File: config.mk
export PLATFORM = sky130hd
export DESIGN_NAME = march_bist_ctrl
export DESIGN_NICKNAME = d
export VERILOG_FILES = /design/src/rtl/march_bist_ctrl.sv
export SDC_FILE = /design/constraint.sdc
export NUM_CORES = 1
export LEC_CHECK = 0
export CAP_MARGIN = 10
export CORE_ASPECT_RATIO = 0.6
export CORE_MARGIN = 3
export CORE_UTILIZATION = 55
export DETAILED_ROUTE_END_ITERATION = 6
export PLACE_DENSITY = 0.84
export SETUP_SLACK_MARGIN = 0.1
export SYNTH_ARGS = -nofsm -noshare
export SYNTH_HDL_FRONTEND = slang
export SYNTH_SLANG_ARGS = --single-unit
File: constraint.sdc
create_clock -name clk -period 5.8 [get_ports clk]
set_input_delay 1.74 -clock clk [delete_from_list [all_inputs] [get_ports clk]]
set_output_delay 1.74 -clock clk [all_outputs]
set_load 0.005 [all_outputs]
File: src/rtl/march_bist_ctrl.sv
// rtl/march_bist_ctrl.sv - March C- BIST controller for one memory-under-test
//
// Walks every address through the six March C- elements, one memory
// operation per cycle:
//   M0 up(w0)  M1 up(r0,w1)  M2 up(r1,w0)  M3 dn(r0,w1)  M4 dn(r1,w0)  M5 dn(r0)
// Each read is compared the following cycle. A sticky fail flag is kept,
// and the first mismatch's address and element are captured.
//
// Optional build macro: BIST_EARLY_STOP_EN -- the first mismatch ends the
// run (straight to DONE). Without it the run always completes.
//
// Ports:
//   clk        in   sole clock, rising edge
//   rst        in   asynchronous active-low reset
//   start      in   run request, honoured only in IDLE/DONE
//   mem_addr   out  memory address (combinational from address register)
//   mem_wdata  out  write data, all-0/all-1 background, 0 when not writing
//   mem_we     out  write strobe
//   mem_re     out  read strobe, mem_rdata valid the following cycle
//   mem_rdata  in   read data, one-cycle latency
//   busy       out  run in progress (includes the final compare cycle)
//   done       out  run complete, held until the next accepted start
//   fail       out  sticky mismatch flag, cleared on accepted start
//   fail_addr  out  address of first failing read
//   fail_elem  out  March element (0-5) of first failing read

module march_bist_ctrl #(
  parameter int data_width = 4,
  parameter int ad_width   = 4
) (
  input  logic                  clk,
  input  logic                  rst,
  input  logic                  start,
  output logic [ad_width-1:0]   mem_addr,
  output logic [data_width-1:0] mem_wdata,
  output logic                  mem_we,
  output logic                  mem_re,
  input  logic [data_width-1:0] mem_rdata,
  output logic                  busy,
  output logic                  done,
  output logic                  fail,
  output logic [ad_width-1:0]   fail_addr,
  output logic [2:0]            fail_elem
);

  localparam logic [ad_width-1:0] ADDR_LAST = {ad_width{1'b1}};
  localparam logic [ad_width-1:0] ADDR_ZERO = '0;
  localparam logic [ad_width-1:0] ADDR_ONE  = {{(ad_width-1){1'b0}}, 1'b1};

  typedef enum logic [3:0] {
    S_IDLE, S_M0,
    S_M1R, S_M1W, S_M2R, S_M2W,
    S_M3R, S_M3W, S_M4R, S_M4W,
    S_M5, S_DRAIN, S_DONE
  } state_e;

  state_e              state_q, state_d;
  logic [ad_width-1:0] addr_q, addr_d;
  logic                fail_q, fail_d;
  logic [ad_width-1:0] fail_addr_q, fail_addr_d;
  logic [2:0]          fail_elem_q, fail_elem_d;
  // Read issued last cycle: what to expect and where it came from.
  logic                rd_pend_q, rd_pend_d;
  logic                rd_exp_q, rd_exp_d;
  logic [ad_width-1:0] rd_addr_q, rd_addr_d;
  logic [2:0]          rd_elem_q, rd_elem_d;

  // Per-state decode of the current March operation.
  logic                is_rd, is_wr, bg, up;
  logic [2:0]          elem;
  logic [ad_width-1:0] reload;
  logic                last_op, at_end, mismatch;

  always_comb begin
    is_rd  = 1'b0;
    is_wr  = 1'b0;
    bg     = 1'b0;
    up     = 1'b1;
    elem   = 3'd0;
    reload = ADDR_ZERO;
    case (state_q)
      S_M0:  begin is_wr = 1'b1; end
      S_M1R: begin elem = 3'd1; is_rd = 1'b1; end
      S_M1W: begin elem = 3'd1; is_wr = 1'b1; bg = 1'b1; end
      S_M2R: begin elem = 3'd2; is_rd = 1'b1; bg = 1'b1; end
      S_M2W: begin elem = 3'd2; is_wr = 1'b1; reload = ADDR_LAST; end
      S_M3R: begin elem = 3'd3; is_rd = 1'b1; up = 1'b0; end
      S_M3W: begin elem = 3'd3; is_wr = 1'b1; bg = 1'b1; up = 1'b0; reload = ADDR_LAST; end
      S_M4R: begin elem = 3'd4; is_rd = 1'b1; bg = 1'b1; up = 1'b0; end
      S_M4W: begin elem = 3'd4; is_wr = 1'b1; up = 1'b0; reload = ADDR_LAST; end
      S_M5:  begin elem = 3'd5; is_rd = 1'b1; up = 1'b0; end
      default: ;
    endcase
  end

  // The address moves only after the final operation at that address.
  assign last_op  = is_wr || (state_q == S_M5);
  assign at_end   = up ? (addr_q == ADDR_LAST) : (addr_q == ADDR_ZERO);
  assign mismatch = rd_pend_q && (mem_rdata != {data_width{rd_exp_q}});

  assign mem_addr  = addr_q;
  assign mem_we    = is_wr;
  assign mem_re    = is_rd;
  assign mem_wdata = is_wr ? {data_width{bg}} : '0;
  assign busy      = (state_q != S_IDLE) && (state_q != S_DONE);
  assign done      = (state_q == S_DONE);
  assign fail      = fail_q;
  assign fail_addr = fail_addr_q;
  assign fail_elem = fail_elem_q;

  always_comb begin
    state_d     = state_q;
    addr_d      = addr_q;
    fail_d      = fail_q;
    fail_addr_d = fail_addr_q;
    fail_elem_d = fail_elem_q;
    rd_pend_d   = is_rd;
    rd_exp_d    = bg;
    rd_addr_d   = addr_q;
    rd_elem_d   = elem;

    if (last_op) begin
      addr_d = at_end ? reload : (up ? addr_q + ADDR_ONE : addr_q - ADDR_ONE);
    end

    case (state_q)
      S_IDLE, S_DONE: begin
        if (start) begin
          state_d     = S_M0;
          addr_d      = ADDR_ZERO;
          fail_d      = 1'b0;
          fail_addr_d = ADDR_ZERO;
          fail_elem_d = 3'd0;
        end
      end
      S_M0:    if (at_end) state_d = S_M1R;
      S_M1R:   state_d = S_M1W;
      S_M1W:   state_d = at_end ? S_M2R : S_M1R;
      S_M2R:   state_d = S_M2W;
      S_M2W:   state_d = at_end ? S_M3R : S_M2R;
      S_M3R:   state_d = S_M3W;
      S_M3W:   state_d = at_end ? S_M4R : S_M3R;
      S_M4R:   state_d = S_M4W;
      S_M4W:   state_d = at_end ? S_M5 : S_M4R;
      S_M5:    if (at_end) state_d = S_DRAIN;
      S_DRAIN: state_d = S_DONE;
      default: state_d = S_IDLE;
    endcase

    if (mismatch) begin
      fail_d = 1'b1;
      if (!fail_q) begin
        fail_addr_d = rd_addr_q;
        fail_elem_d = rd_elem_q;
      end
`ifdef BIST_EARLY_STOP_EN
      // Abort: drop any read still in flight so DONE starts clean.
      state_d   = S_DONE;
      addr_d    = ADDR_ZERO;
      rd_pend_d = 1'b0;
`endif
    end
  end

  always_ff @(posedge clk or negedge rst) begin
    if (!rst) begin
      state_q     <= S_IDLE;
      addr_q      <= '0;
      fail_q      <= 1'b0;
      fail_addr_q <= '0;
      fail_elem_q <= 3'd0;
      rd_pend_q   <= 1'b0;
      rd_exp_q    <= 1'b0;
      rd_addr_q   <= '0;
      rd_elem_q   <= 3'd0;
    end else begin
      state_q     <= state_d;
      addr_q      <= addr_d;
      fail_q      <= fail_d;
      fail_addr_q <= fail_addr_d;
      fail_elem_q <= fail_elem_d;
      rd_pend_q   <= rd_pend_d;
      rd_exp_q    <= rd_exp_d;
      rd_addr_q   <= rd_addr_d;
      rd_elem_q   <= rd_elem_d;
    end
  end

endmodule

# Yosys cells after proc, flatten, opt, wreduce, memory -nomap -nowiden

Index checks and enable logic that the tools add are counted.

Output and inout bits: 20
Flip-flop bits (word level): 25
Input port bits: 7

Multiplexer cells: 31
Reductions and logical operators: 20
Equal/unequal tests: 18
Add/subtract/negate cells: 2

Operators by type and width:

| operator                                                            | number |
|---|---|
| 4-bit two-way mux                                                   | 15 |
| 4-bit case mux with 12 select lines                                 | 1 |
| 4-bit == test (second input constant)                               | 6 |
| 4-bit by 3-bit == test with 1-bit output (second input constant)    | 4 |
| 3-bit two-way mux                                                   | 5 |
| 3-bit case mux with 5 select lines                                  | 1 |
| 5-bit OR reduction                                                  | 3 |
| 2-bit OR reduction                                                  | 5 |
| 4-bit by 2-bit == test with 1-bit output (second input constant)    | 2 |
| 4-bit zero test                                                     | 2 |
| 1-bit two-way mux                                                   | 7 |
| 2-bit inequality test (second input constant)                       | 3 |
| 4-bit by 1-bit adder with 4-bit output (second input constant)      | 1 |
| 4-bit by 1-bit == test with 1-bit output (second input constant)    | 1 |
| 2-bit two-way mux                                                   | 2 |
| 4-bit inequality test                                               | 1 |
| 4-bit inequality test (second input constant)                       | 1 |
| 2-bit nonzero test                                                  | 2 |
| 4-bit nonzero test                                                  | 1 |
| 4-bit OR reduction                                                  | 1 |
| 4-bit by 1-bit subtractor with 4-bit output (second input constant) | 1 |
| 3-bit AND reduction                                                 | 1 |
| 3-bit OR reduction                                                  | 1 |
| 1-bit logical AND                                                   | 2 |
| 2 further kinds                                                     | 2 |

# Depth between registers and ports, before layout

Gate-level depths: netlist of the first run.

Word-level depth: 7
Gate-level depth with buffers: 11

# Worst setup path after synthesis of the first run

Ideal clock, no wire load.

Kind: register to output
Start point: register state_q[0]
End point: output port mem_wdata[1]
Path slack: 2878 ps
Data arrival time: 1182 ps
Stages on the path, launching flop included: 6
Data required time: 4060 ps
Path through: dfrtp_1 -> buf_6 -> clkbuf_1 -> nand2_1 -> nor2_1 -> buf_4

Cells in the longest elaborated chain, start to end: 4

Ends and longest elaborated chain:

| what                                                                      | RTL line | RTL |
|---|---|---|
| from (decl)                                                               | 57       | `state_e state_q, state_d;` |
| from (signal assigned)                                                    | 177      | `state_q <= state_d;` |
| 4-bit by 1-bit == test with 1-bit output (tied with other cells)          | 81       | `case (state_q)` |
| 5-bit OR reduction (no source line) or 4-bit OR reduction (tied branches) | n/a      |  |
| 1-bit two-way mux                                                         | 81       |  |
| 4-bit two-way mux *                                                       | 104      | `assign mem_wdata = is_wr ? {data_width{bg}} : '0;` |
| to (decl)                                                                 | 35       | `output logic [data_width-1:0] mem_wdata,` |

Every way passes the cells marked *; elsewhere a longest branch is shown, timed or not.

# Final worst setup path of the first run

Start point: register state_q[3]
End point: output port mem_re

Cells in the longest elaborated chain, start to end: 3

Ends and longest elaborated chain:

| what                                  | RTL line | RTL |
|---|---|---|
| 4-bit == test (tied with other cells) | 81       |  |
| 5-bit OR reduction (no source line) * | n/a      |  |
| 1-bit two-way mux *                   | 81       |  |
| to (decl)                             | 37       | `output logic mem_re,` |

Marks and branches as above.

==> metrics.md, run 1 <==
| Metric | Value |
|---|---|
| Status | completed |
| Chip width | 72.0 microns |
| Worst EP required | 4060 ps |
| Reg2Reg Depth | 8 |
| Logic pwr share | 49.6% |
| Post-DP HPWL | 2.17 mm |
| Core area | 2310 sq um |
| R2r setup slk | 3130 ps |
| Gate count after technology mapping | 148 |
| Register area | 626 sq um |
| First-pass GRT wire length | 5.13 mm |
| Slew Viols, Final | 0 |
| Setup CP Type | reg2out |
| Post-CTS Setup Bufs | 0 |
| Placer Congestion | 0.821 |
| Unique masters post-synth | 47 |
| Largest net degree at the start of global routing | 26 |
| Antenna diode count | 0 |
| Reg-to-Reg Start | state_q[3]$_DFFE_PN0P_ |
| Clk_skew | 10.1 ps |
| Clock buffer depth | 2 |
| CTS resizes | 0 |
| Num ports | 27 |
| DRT Wirelength | 3.06 mm |
| Min-delay src | rd_elem_q[0]$_DFF_PN0_ |
| CP Cell Sequence | nor3_1 -> a211oi_1 -> clkdlybuf4s50_1 |
| Power Density | 552 nW/um^2 |
| Drt pass-1 iters | 4 |
| Area growth from synthesis to layout | 18.0% |
| Max VDD drop | 0.000297 V |
| R2R Path End | mem_addr[3]$_DFF_PN0_ |
| Setup violations, final | 0 |
| Drt wl/cell | 15.5 microns |
| CP peak stage delay | 760 ps |
| Worst setup margin | 2010 ps |
| Syn_nets | 158 |
| Total power | 0.935 mW |
| CTS root buf | clkbuf_8 |
| Most common cell in the netlist | dfrtp_1 |
| Max-Cap Viols | 0 |
| Fin. Hold Viols | 0 |
| Mapped Avg Cell Area | 9.71 sq um |
| Placed cells | 192 |
| RSZ-0062 raised after global routing | no |
| Switching power share of the total | 41.5% |
| # fillers | 180 |
| Sw Pwr | 0.388 mW |
| Crit Path Max Fanout | 18 |
| Place WS | 2100 ps |
| Top cell type's share of synthesized area | 43.6% |
| Max_slew headroom | 25.9% |
| Vias in the first global route | 1,061 |
| CP max stage cell | dfrtp_1 |
| Final core utilization | 73.4% |
| Clock Power Share | 10.9% |
| Maximum clock rate | 264 MHz |
| Vias per Instance | 5.94 |
| Final Critical Period | 3790 ps |
| TNS Setup | 0 ps |
| Number of synthesized flops with an enable pin | 0 |
| Final net count | 178 |
| Multi-input gate area | 692 sq um |
| Synthesized area | 1440 sq um |
| Most frequent cells after synthesis | 25 x dfrtp_1, 17 x nand2_1, 15 x o21ai_0 |
| CTS tree | built |
| Hold endpoint | fail_elem[0]$_DFF_PN0_ |
| Worst slew pin tran | 1100 ps |
| Post-detailed-route count of antenna-violating nets | 0 |
| Post-route clock period utilization | 65.3% |
| Hold buffers post-CTS | 0 |
| Reg clk slew, reported paths | 90 ps |
| Pint | 0.547 mW |
| Reg power frac | 39.4% |
| Via count | 1,170 |
| Clk Latency, worst-skew pair | 270 ps |
| Final cell count without fillers | 197 |
| Leading area contributor after synthesis | dfrtp_1 |
| H-Tree Depth | 1 |
| GRT Residual Overflow | 0 |
| Arrival time worst endpoint | 2050 ps |
| # clock sinks | 25 |
| Initial antenna violation count | 0 |
| Die Y | 45.6 microns |
| Yosys warning count | 0 |
| Sequential area share after synthesis | 43.6% |
| Full die area | 3280 sq um |
| LEAKAGE | 0.692 nW |
| Crit end category | primary output |
| GRT Resource Usage Total | 20.6% |
| Leading post-synthesis cells by cell area | dfrtp_1 44%, o21ai_0 5.2%, nand2_1 4.4% |
| Num CTS Buffers | 3 |
| Worst Hold Class | reg2reg |
| Hold path depth | 2 |
| Effective utilization at floorplan | 62.2% |
| FFs w/ async S/R, synth | 100% |
| Top_reg_cell synth | dfrtp_1 |
| Share of cells above drive strength 1 | 7.78% |
| # DRC | 0 |
| # rows | 13 |
| 1st-iter DRT viols | 142 |
| Synthesized flop and latch total | 25 |
| Port buffer count | 26 |
| Crit start category | flip-flop |
## power by group through the flow
| stage | clock network, mW | logic (mW) | registers, mW |
|---|---|---|---|
| 2_1_floorplan | 0 | 0.367 | 0.314 |
| 3_3_place_gp | 0 | 0.445 | 0.364 |
| 3_5_place_dp | 0 | 0.462 | 0.370 |
| 4_1_cts | 0.105 | 0.465 | 0.366 |
| 5_1_grt | 0.112 | 0.516 | 0.385 |
| 6_report | 0.102 | 0.464 | 0.369 |
## cell usage in the layout (no fill, tap or decap), types with 2 or more instances in the layout
| master | synthesis | layout |
|---|---|---|
| nand2_1 | 17 | 17 |
| clkbuf_8 | 0 | 3 |
| and3_1 | 2 | 2 |
| a211oi_1 | 2 | 2 |
| o21ai_0 | 15 | 15 |
| nor3_1 | 6 | 6 |
| nand4_1 | 2 | 2 |
| a21oi_1 | 9 | 9 |
| ha_1 | 2 | 2 |
| mux2i_1 | 2 | 2 |
| nand3_1 | 4 | 4 |
| dfrtp_1 | 25 | 25 |
| inv_4 | 2 | 2 |
| clkdlybuf4s50_1 | 0 | 26 |
| inv_1 | 2 | 2 |
| o21a_1 | 2 | 2 |
| nor2_1 | 10 | 10 |
| o21ai_1 | 4 | 4 |
| or4_1 | 2 | 2 |
| and2_1 | 2 | 2 |
| o32ai_1 | 2 | 2 |
## per-stage QoR
stage | hold WS [ps] | cell area, sq um
2_1_floorplan | 426 | 1440
3_3_place_gp | 435 | 1640
3_5_place_dp | 446 | 1640
4_1_cts | 465 | 1680
5_1_grt | 504 | 1700
6_report | 456 | 1700
## kinds of logic (layout without fill, tap and decap cells)
family	Yosys count	in the layout	share of synthesized area [%]
mux	4	4	3.14
flops	25	25	43.6
compound gates	44	44	20.2
simple gates	55	55	21.1
fa+ha+maj	3	3	3.14
xor+xnor	1	1	0.610
buf+inv	16	35	8.27
## critical path: cells and delay by family (launching register included)
kind | cells | cell delay (ps)
flops | 1 | 760
buf+inv | 1 | 550
compound gates | 1 | 270
simple gates | 1 | 190
## metal layers
metal / GRT usage [%] / wire length (microns) / vias up
met1: 29.7 / 1400 / 542
met5: 0 / 0 / -
li1: - / - / 568
met2: 31.2 / 1400 / 55
met3: 4.41 / 227 / 5
met4: 7.12 / 31 / 0
## state kept, by name, summed over array words and instances (netlist names)
| name | flops |
|---|---|
| fail_elem | 3 |
| state_q | 4 |
| fail | 1 |
| rd_exp_q | 1 |
| rd_pend_q | 1 |
| mem_addr | 4 |
| fail_addr | 4 |
| rd_addr_q | 4 |
| rd_elem_q | 3 |
## area by class of cell
type / instances / share of cell area, %
clock buffers: 4 / 2.66
flip-flops and latches: 25 / 36.9
well taps: 30 / 2.21
multi-input cells: 107 / 40.8
repair buffers: 27 / 16.2
inverters: 4 / 1.18
## how the worst max path moves through the flow
stage,slack [ps],to,startpoint,depth (start not counted)
after floorplan,2880,mem_wdata[1],state_q[0]$_DFFE_PN0P_,5
after global placement,2210,fail_elem[2]$_DFF_PN0_,mem_rdata[1],5
after detailed placement,2100,fail_elem[2]$_DFF_PN0_,mem_rdata[1],5
after CTS,2030,mem_re,state_q[3]$_DFFE_PN0P_,3
after global routing,1900,mem_re,state_q[3]$_DFFE_PN0P_,3
final,2010,mem_re,state_q[3]$_DFFE_PN0P_,3
No activity file was read; power rests on OpenSTA's default activity.
==> run 2: changes to the inputs <==
CORE_UTILIZATION = 46   (was 55)
PLACE_DENSITY = 0.75   (was 0.84)
clock period = 3.4 ns   (was 5.8 ns; I/O delays follow)
==> metrics.md, run 2 (same netlist as run 1, synthesis figures left out) <==
| Metric | Value |
|---|---|
| Status | completed (unchanged) |
| Power Density | 931 nW/um^2 (was 552 nW/um^2) |
| GRT Resource Usage Total | 16.5% (was 20.6%) |
| Pint | 0.937 mW (was 0.547 mW) |
| RSZ-0062 raised after global routing | no (unchanged) |
| LEAKAGE | 0.694 nW (was 0.692 nW) |
| Placed cells | 206 (was 192) |
| Total power | 1.60 mW (was 0.935 mW) |
| Fin. Hold Viols | 0 (unchanged) |
| Port buffer count | 26 (unchanged) |
| Worst slew pin tran | 1080 ps (was 1100 ps) |
| Effective utilization at floorplan | 49.1% (was 62.2%) |
| Clock buffer depth | 2 (unchanged) |
| Drt wl/cell | 14.1 microns (was 15.5 microns) |
| First-pass GRT wire length | 4.94 mm (was 5.13 mm) |
| Max VDD drop | 0.000478 V (was 0.000297 V) |
| Num CTS Buffers | 3 (unchanged) |
| Num ports | 27 (unchanged) |
| Initial antenna violation count | 0 (unchanged) |
| Logic pwr share | 50.0% (was 49.6%) |
| Full die area | 3850 sq um (was 3280 sq um) |
| Final net count | 179 (was 178) |
| Setup CP Type | reg2out (unchanged) |
| Post-detailed-route count of antenna-violating nets | 0 (unchanged) |
| Reg clk slew, reported paths | 90 ps (about the same) |
| CTS root buf | clkbuf_8 (unchanged) |
| TNS Setup | 0 ps (unchanged) |
| Max_slew headroom | 27.5% (was 25.9%) |
| Worst EP required | 2380 ps (was 4060 ps) |
| DRT Wirelength | 2.97 mm (was 3.06 mm) |
| Clk Latency, worst-skew pair | 280 ps (was 270 ps) |
| # rows | 15 (was 13) |
| # fillers | 284 (was 180) |
| Placer Congestion | 0.789 (was 0.821) |
| Antenna diode count | 0 (unchanged) |
| Commonest non-fill, non-tap cell in the layout | clkdlybuf4s50_1 (unchanged) |
| Setup violations, final | 0 (unchanged) |
| Post-route clock period utilization | 88.0% |
| Final cell count without fillers | 210 (was 197) |
| Post-DP HPWL | 2.12 mm (was 2.17 mm) |
| Worst setup margin | 408 ps (was 2010 ps) |
| Max-Cap Viols | 0 (unchanged) |
| Slew Viols, Final | 0 (unchanged) |
| Post-CTS Setup Bufs | 0 (unchanged) |
| Vias per Instance | 5.52 (was 5.94) |
| Place WS | 448 ps (was 2100 ps) |
| Maximum clock rate | 334 MHz |
| CTS tree | built (unchanged) |
| GRT Residual Overflow | 0 (unchanged) |
| # clock sinks | 25 (unchanged) |
| Crit start category | flip-flop (unchanged) |
| Worst Hold Class | reg2reg (unchanged) |
| Core area | 2930 sq um (was 2310 sq um) |
| Clock Power Share | 11.3% (was 10.9%) |
| Chip width | 78.1 microns (was 72.0 microns) |
| Cell Area, Placed | 1670 sq um (was 1640 sq um) |
| Via count | 1,160 (was 1,170) |
| Sw Pwr | 0.659 mW (was 0.388 mW) |
| Switching power share of the total | 41.3% (was 41.5%) |
| Most frequent cells in the layout | 26 x clkdlybuf4s50_1, 25 x dfrtp_1, 17 x nand2_1 (unchanged) |
| Reg power frac | 38.7% (was 39.4%) |
| Final Critical Period | 2990 ps |
| Largest net degree at the start of global routing | 26 (unchanged) |
| Die Y | 49.3 microns (was 45.6 microns) |
| Crit Path Max Fanout | 21 (was 18) |
| 1st-iter DRT viols | 31 (was 142) |
| Arrival time worst endpoint | 1970 ps (was 2050 ps) |
| # DRC | 0 (unchanged) |
| Drt pass-1 iters | 4 (unchanged) |
| H-Tree Depth | 1 (unchanged) |
| Clk_skew | 5.29 ps (was 10.1 ps) |
| Vias in the first global route | 1,048 (was 1,061) |
| Hold buffers post-CTS | 0 (unchanged) |
| Non-Filler Cell Area, Final | 1710 sq um (was 1700 sq um) |
| CTS resizes | 0 (unchanged) |
| Crit end category | primary output (unchanged) |
| Area growth from synthesis to layout | 19.3% (was 18.0%) |
| Share of cells above drive strength 1 | 8.93% (was 7.78%) |
## run 2: area by class of cell
class                           count  area (sq um)  share of cell area [%]
Multi-Input combinational cell    107           692                    40.4
Inverter                            4          20.0                    1.17
Clock buffer                        3          41.3                    2.41
Clock inverter                      1          7.51                   0.438
Timing Repair Buffer               28           275                    16.1
Tap cell                           42          52.6                    3.07
Sequential cell                    25           626                    36.5
## run 2: metal layers
layer / vias to the layer above / part of all wire, % / track usage (%)
met1: 554 / 48 / 22.3
met3: 6 / 4.6 / 4.06
li1: 571 / - / -
met2: 29 / 45 / 25.7
met4: 0 / 2.0 / 6.10
met5: - / 0 / 0
## run 2: metrics by stage
stage / util (%) / hold slack (ps)
final: 58.5 / 461
after global routing: 58.5 / 490
after CTS: 58.5 / 464
after detailed placement: 56.9 / 443
after global placement: 56.9 / 438
after floorplan: - / 426
## run 2: final timing paths
path / from / slack, ps / cells after the start / endpoint
worst min register to register: rd_elem_q[1]$_DFF_PN0_ / 460 / 2 / fail_elem[1]$_DFF_PN0_
worst max-delay path: state_q[0]$_DFFE_PN0P_ / 410 / 3 / mem_wdata[1]
min in group asynchronous: rst / 1100 / 2 / state_q[1]$_DFFE_PN0P_
worst max register to register: state_q[3]$_DFFE_PN0P_ / 770 / 11 / mem_addr[3]$_DFF_PN0_
max in group asynchronous: rst / 2050 / 2 / rd_addr_q[0]$_DFF_PN0_
worst min-delay path: rd_elem_q[1]$_DFF_PN0_ / 460 / 2 / fail_elem[1]$_DFF_PN0_
## run 2: power by group through the flow
stage | combinational (mW) | sequential [mW] | clock, mW
global placement | 0.772 | 0.613 | 0
global route | 0.884 | 0.641 | 0.200
CTS | 0.800 | 0.614 | 0.187
detailed placement | 0.795 | 0.621 | 0
floorplan | 0.626 | 0.535 | 0
finish | 0.798 | 0.617 | 0.181
## run 2: worst max-delay path, stage by stage, from the launching register on
cell	delay, ps
dfrtp_1	710
nand2_1	140
nor2_1	260
clkdlybuf4s50_1	580
